<file path="src/rtl/mem_ram_sc.sv">
// mem_ram_sc: single-clock simple-dual-port data RAM.
// One write port and one registered read port. After reset, or when clr is
// pulsed, a sequencer writes zero to every word. While that runs, busy is high
// and all accesses are ignored. A read that hits the word being written in the
// same cycle returns the new data.
module mem_ram_sc #(
   parameter int DATA_W = 8,
   parameter int ADDR_W = 8,
   parameter int DEPTH  = 2**ADDR_W
) (
   input  logic              clk,
   input  logic              rst,
   input  logic              clr,
   input  logic              wr_en,
   input  logic [ADDR_W-1:0] wr_addr,
   input  logic [DATA_W-1:0] wr_data,
   input  logic              rd_en,
   input  logic [ADDR_W-1:0] rd_addr,
   output logic [DATA_W-1:0] rd_data,
   output logic              rd_valid,
   output logic              busy
);

   // DEPTH needs ADDR_W+1 bits when it equals 2**ADDR_W.
   localparam logic [ADDR_W:0]   LP_DEPTH = (ADDR_W+1)'(DEPTH);
   localparam logic [ADDR_W-1:0] LP_LAST  = ADDR_W'(DEPTH-1);

   typedef enum logic {
      ST_CLEAR = 1'b0,
      ST_IDLE  = 1'b1
   } state_t;

   state_t            r_state;
   state_t            w_state_next;
   logic [ADDR_W-1:0] r_clr_cnt;
   logic [ADDR_W-1:0] w_clr_cnt_next;

   logic [DATA_W-1:0] r_mem [DEPTH];
   logic [DATA_W-1:0] r_rd_data;
   logic              r_rd_valid;

   logic              w_accept;
   logic              w_wr_in_range;
   logic              w_rd_in_range;
   logic              w_wr_go;
   logic              w_rd_go;
   logic              w_collision;
   logic              w_mem_we;
   logic [ADDR_W-1:0] w_mem_addr;
   logic [DATA_W-1:0] w_mem_wdata;

   // Accesses are taken only in IDLE. A clr request drops any access issued
   // in the same cycle.
   assign w_accept      = (r_state == ST_IDLE) && !clr;
   assign w_wr_in_range = ({1'b0, wr_addr} < LP_DEPTH);
   assign w_rd_in_range = ({1'b0, rd_addr} < LP_DEPTH);
   assign w_wr_go       = w_accept && wr_en && w_wr_in_range;
   assign w_rd_go       = w_accept && rd_en;
   assign w_collision   = w_wr_go && (wr_addr == rd_addr);

   // The single memory write port is shared by the clear sequencer and the
   // user write port. The sequencer owns it for the whole of CLEAR.
   assign w_mem_we    = (r_state == ST_CLEAR) || w_wr_go;
   assign w_mem_addr  = (r_state == ST_CLEAR) ? r_clr_cnt : wr_addr;
   assign w_mem_wdata = (r_state == ST_CLEAR) ? '0 : wr_data;

   assign busy     = (r_state == ST_CLEAR);
   assign rd_data  = r_rd_data;
   assign rd_valid = r_rd_valid;

   // State register and clear counter; reset restarts the clear sequence.
   always_ff @(posedge clk) begin
      if (rst) begin
         r_state   <= ST_CLEAR;
         r_clr_cnt <= '0;
      end else begin
         r_state   <= w_state_next;
         r_clr_cnt <= w_clr_cnt_next;
      end
   end

   // Next-state logic: step through addresses 0..DEPTH-1, then go to IDLE.
   // A clr request in IDLE starts a new pass.
   always_comb begin
      w_state_next   = r_state;
      w_clr_cnt_next = r_clr_cnt;
      case (r_state)
         ST_CLEAR: begin
            if (r_clr_cnt == LP_LAST) begin
               w_state_next = ST_IDLE;
            end else begin
               w_clr_cnt_next = r_clr_cnt + ADDR_W'(1);
            end
         end
         ST_IDLE: begin
            if (clr) begin
               w_state_next   = ST_CLEAR;
               w_clr_cnt_next = '0;
            end
         end
         default: begin
            w_state_next   = ST_CLEAR;
            w_clr_cnt_next = '0;
         end
      endcase
   end

   // Memory write port; no write happens in a cycle with reset asserted.
   always_ff @(posedge clk) begin
      if (!rst && w_mem_we) begin
         r_mem[w_mem_addr] <= w_mem_wdata;
      end
   end

   // Registered read with write-first bypass. An out-of-range read returns zero.
   // When no read is accepted, rd_data holds its previous value.
   always_ff @(posedge clk) begin
      if (rst) begin
         r_rd_data  <= '0;
         r_rd_valid <= 1'b0;
      end else if (w_rd_go) begin
         r_rd_valid <= 1'b1;
         if (!w_rd_in_range) begin
            r_rd_data <= '0;
         end else if (w_collision) begin
            r_rd_data <= wr_data;
         end else begin
            r_rd_data <= r_mem[rd_addr];
         end
      end else begin
         r_rd_valid <= 1'b0;
      end
   end

endmodule
</file>
<file path="config.mk">
export PLATFORM = sky130hd
export DESIGN_NAME = mem_ram_sc
export DESIGN_NICKNAME = d
export VERILOG_FILES = /design/src/rtl/mem_ram_sc.sv
export SDC_FILE = /design/constraint.sdc
export NUM_CORES = 2
export LEC_CHECK = 0
export CORE_ASPECT_RATIO = 0.75
export CORE_MARGIN = 2
export CORE_UTILIZATION = 28
export CTS_CLUSTER_DIAMETER = 60
export DETAILED_ROUTE_END_ITERATION = 12
export PLACE_DENSITY = 0.51
export SYNTH_ARGS = -nofsm -noshare
export SYNTH_HDL_FRONTEND = slang
export SYNTH_SLANG_ARGS = --single-unit
</file>
<file path="constraint.sdc">
create_clock -name clk -period 5.06 [get_ports clk]
set_input_delay 1.012 -clock clk [delete_from_list [all_inputs] [get_ports clk]]
set_output_delay 1.012 -clock clk [all_outputs]
set_load 0.05 [all_outputs]
</file>
==> PnR_summary.wiki <==
{| class="wikitable"
! Metric !! Value
|-
| Result of the run || finished clean
|-
| Count of antenna-violating nets left after detailed routing || 0
|-
| Maximum number of pins on one net before global-route repair || 165
|-
| Count of flip-flops with a built-in enable after synthesis || 2048
|-
| Hold Path Class || flip-flop to flip-flop
|-
| Setup skew after layout || 56.90 ps
|-
| Proportion of synthesized chip area in sequential cells || 75.79%
|-
| Met2 routed WL || 108900 um
|-
| Wire length of the first global-routing pass || 355400 um
|-
| Max VDD drop || 0.2828 mV
|-
| Number of setup buffers added after CTS || 0
|-
| Post-CTS sizing || 0
|-
| List of cells traversed by the critical path || buf_8 > buf_12 > buf_4 > buf_4 > mux4_2 > a22oi_1 > a21oi_1 > nor4_1 > buf_4 > o41a_1 > o21ai_2
|-
| Total core area || 289700 sq um
|-
| Final Total Pwr || 0.03491 W
|-
| Post-synthesis register bit count || 2066
|-
| Master cell of the clock root buffer || clkbuf_16
|-
| Placed cell areas || 88960 sq um
|-
| Relative area change from synthesis to final layout || 16.71%
|-
| Most used cell, CP || buf_4
|-
| RSZ-0062 raised after global routing || false
|-
| Final Instance Count excl. Fillers || 8534
|-
| Total Routed Length || 259700 um
|-
| Routed met3 length || 26540 um
|-
| Power Dens Cells || 366.5 nW/um^2
|-
| Net total in the final layout || 4522
|-
| Number of placement rows || 171
|-
| Uppermost layer routed || met5
|-
| CTS Buffer Depth || 4
|-
| Worst Tran Pin Value || 1368 ps
|-
| Placed wire-length estimate after detailed placement || 167000 um
|-
| Buf+Inv Stages, Crit Path || 5
|-
| Max stage delay on crit path || 770 ps
|-
| Remaining Overflow, GRT || 0
|-
| Total setup violations reported at the end of the flow || 0
|-
| CP startpoint kind || input pin
|-
| Share of cells above drive strength 1 || 25.25%
|-
| Max Slew Vio Count || 0
|-
| Placer congestion estimate || 0.8788
|-
| Residual DRC count || 0
|-
| Number of max-cap violations || 0
|-
| Critical path endpoint category || flip-flop
|-
| Ys flop type || edfxtp_1
|-
| Post-synth ARST share || 0%
|-
| Top fanout value on the critical path || 36
|-
| Final Core Density || 32.88%
|-
| Detail-routed via count per cell || 5.160
|-
| Clock insertion delay at the later pin of the skew report || 860 ps
|-
| Gate Count Post-Synth || 4034
|-
| Number of hold-slack violations in the final timing report || 0
|-
| Final Cell Area || 95250 sq um
|-
| Num ports || 39
|-
| Die Width || 627.4 um
|-
| Initial DRC Count || 6647
|-
| Number of placed cells counting well taps || 8184
|-
| Hold Buf Count CTS || 0
|-
| Post-synthesis cell type count || 89
|-
| CTS H-tree depth || 4
|-
| Kind of critical path || input pin to flip-flop
|-
| Achievable clock frequency || 0.2684 GHz
|-
| TritonCTS clock tree || yes
|-
| Worst EP arrival || 4490 ps
|-
| Setup TNS || 0 ps
|-
| Synth warn || 0
|-
| CTS Buf Count || 198
|-
| Syn Nets || 4064
|-
| Routed met1 length || 118400 um
|-
| Leakage power figure || 28.13 nW
|-
| Initial antenna violation count || 20
|-
| GRT Util Overall || 17.12%
|-
| Routed WL per cell || 30.43 um
|-
| CP max stage cell || nor4_1
|-
| Number of iterations in the first detailed-routing pass || 5
|-
| Post-Syn Area || 81620 sq um
|-
| Die outline height || 471.6 um
|-
| Final Critical Period || 3726 ps
|-
| Per-instance average area after synthesis || 20.23 sq um
|-
| Effective utilization at floorplan || 28.17%
|-
| Number of buffers added on ports || 38
|-
| Max-Slew Margin vs Limit || 8.494%
|-
| Total die area || 295900 sq um
|-
| Number of global-route vias before repair || 42430
|-
| Clock transition at the registers of the reported paths || 70 ps
|-
| Top Family by Delay on Critical Path || buffers and inverters
|-
| Routed via count || 44030
|-
| Required time reported for the critical path endpoint || 5820 ps
|-
| Clock net sink count || 2066
|-
| Period utilisation layout || 73.64%
|}
state kept, by name, summed over array words and instances, names as in the netlist:
register / cells
rd_valid: 1
r_clr_cnt: 8
rd_data: 8
r_state: 1
r_mem: 2048
cell type report:
cell class	instances	area (sq um)
fill	27600	194400
sequential	2066	61860
multi-input combinational	1707	17810
clock buffer	235	5179
tap	3892	4870
timing repair buffer	500	4292
clock inverter	111	1104
inverter	19	127.6
antenna	4	10.01
metrics by stage:
step	setup WS [ps]	hold WS (ps)
final	1334	546.4
after global routing	1227	596.7
after CTS	1398	550.1
after detailed placement	494.6	534.5
after global placement	499.5	527.5
after floorplan	167.2	500.6
layer usage:
metal	vias up	global-route usage (%)
met5	-	0
met4	18	3.751
met3	342	4.288
met2	2208	23.93
met1	23830	26.47
li1	17640	-
cells in the final DEF (no fill, tap or decap), types with 11 or more instances in the layout:
cell type	n
o21ai_0	30
buf_4	429
mux4_1	39
o211ai_1	11
dfxtp_1	18
o22ai_1	67
bufinv_16	20
clkdlybuf4s50_1	32
mux2i_1	221
nor2_1	306
and2_1	16
mux2_2	13
nand2_1	132
a211oi_1	22
a31oi_1	14
edfxtp_1	2048
buf_12	35
clkinv_1	39
clkbuf_16	202
nand3_1	42
mux4_2	382
clkbuf_1	33
nand2b_1	14
o221ai_1	58
nor3_1	31
clkinvlp_4	13
a22oi_1	57
clkinv_2	32
a21oi_1	87
power by group:
part / switching [W] / leakage, nW / internal (W) / total (W)
Clock: 0.00651 / 3.04 / 0.00832 / 0.0148
Sequential: 0.00000623 / 16.9 / 0.0185 / 0.0185
Combinational: 0.00102 / 8.17 / 0.000531 / 0.00155
Total: 0.00754 / 28.1 / 0.0274 / 0.0349
cells in the mapped netlist, types with 8 or more instances:
| cell | number | area share (%) |
|---|---|---|
| a2111oi_0 | 10 | 0.11 |
| a211oi_1 | 22 | 0.20 |
| a21oi_1 | 88 | 0.54 |
| a22oi_1 | 57 | 0.52 |
| a31oi_1 | 14 | 0.11 |
| and2_1 | 16 | 0.12 |
| buf_1 | 8 | 0.037 |
| buf_12 | 11 | 0.27 |
| buf_2 | 50 | 0.31 |
| buf_4 | 25 | 0.23 |
| buf_6 | 40 | 0.55 |
| buf_8 | 21 | 0.39 |
| clkbuf_1 | 71 | 0.33 |
| clkbuf_8 | 9 | 0.15 |
| dfxtp_1 | 18 | 0.44 |
| edfxtp_1 | 2048 | 75 |
| inv_1 | 16 | 0.074 |
| mux2_2 | 13 | 0.18 |
| mux2i_1 | 221 | 2.7 |
| mux4_1 | 39 | 1.3 |
| mux4_2 | 382 | 11 |
| nand2_1 | 133 | 0.61 |
| nand2b_1 | 16 | 0.12 |
| nand3_1 | 42 | 0.26 |
| nand4_1 | 10 | 0.077 |
| nor2_1 | 307 | 1.4 |
| nor2b_1 | 11 | 0.084 |
| nor3_1 | 31 | 0.19 |
| o211ai_1 | 11 | 0.10 |
| o21ai_0 | 30 | 0.18 |
| o221ai_1 | 58 | 0.62 |
| o22ai_1 | 67 | 0.51 |
| o32ai_1 | 10 | 0.11 |
cell families after synthesis:
| family | share of synthesized area, % |
|---|---|
| adder cells (fa/ha/maj) | 0.01533 |
| flip-flops | 75.79 |
| AO/OA/AOI/OAI | 3.623 |
| multiplexers | 14.70 |
| XOR/XNOR | 0.1288 |
| buffers and inverters | 2.424 |
| AND/OR/NAND/NOR | 3.311 |
worst reg2reg max path, stage by stage, from the launching register on:
cell     delay, ps
dfxtp_1        460
buf_4          300
o32ai_1        980
nand2_1        530
nor2_1         860
worst paths after layout:
kind                              from                   endpoint  slack (ps)  cells after the start
min reg2reg  r_clr_cnt[5]$_SDFFE_PP0N_  r_clr_cnt[5]$_SDFFE_PP0N_         550                      2
max reg2reg         r_state$_SDFF_PP0_    r_mem[201][6]$_DFFE_PP_        1540                      4
max                         rd_addr[0]    rd_data[0]$_SDFFE_PP0P_        1330                     11
min          r_clr_cnt[5]$_SDFFE_PP0N_  r_clr_cnt[5]$_SDFFE_PP0N_         550                      2
No activity file was read; power rests on OpenSTA's default activity.
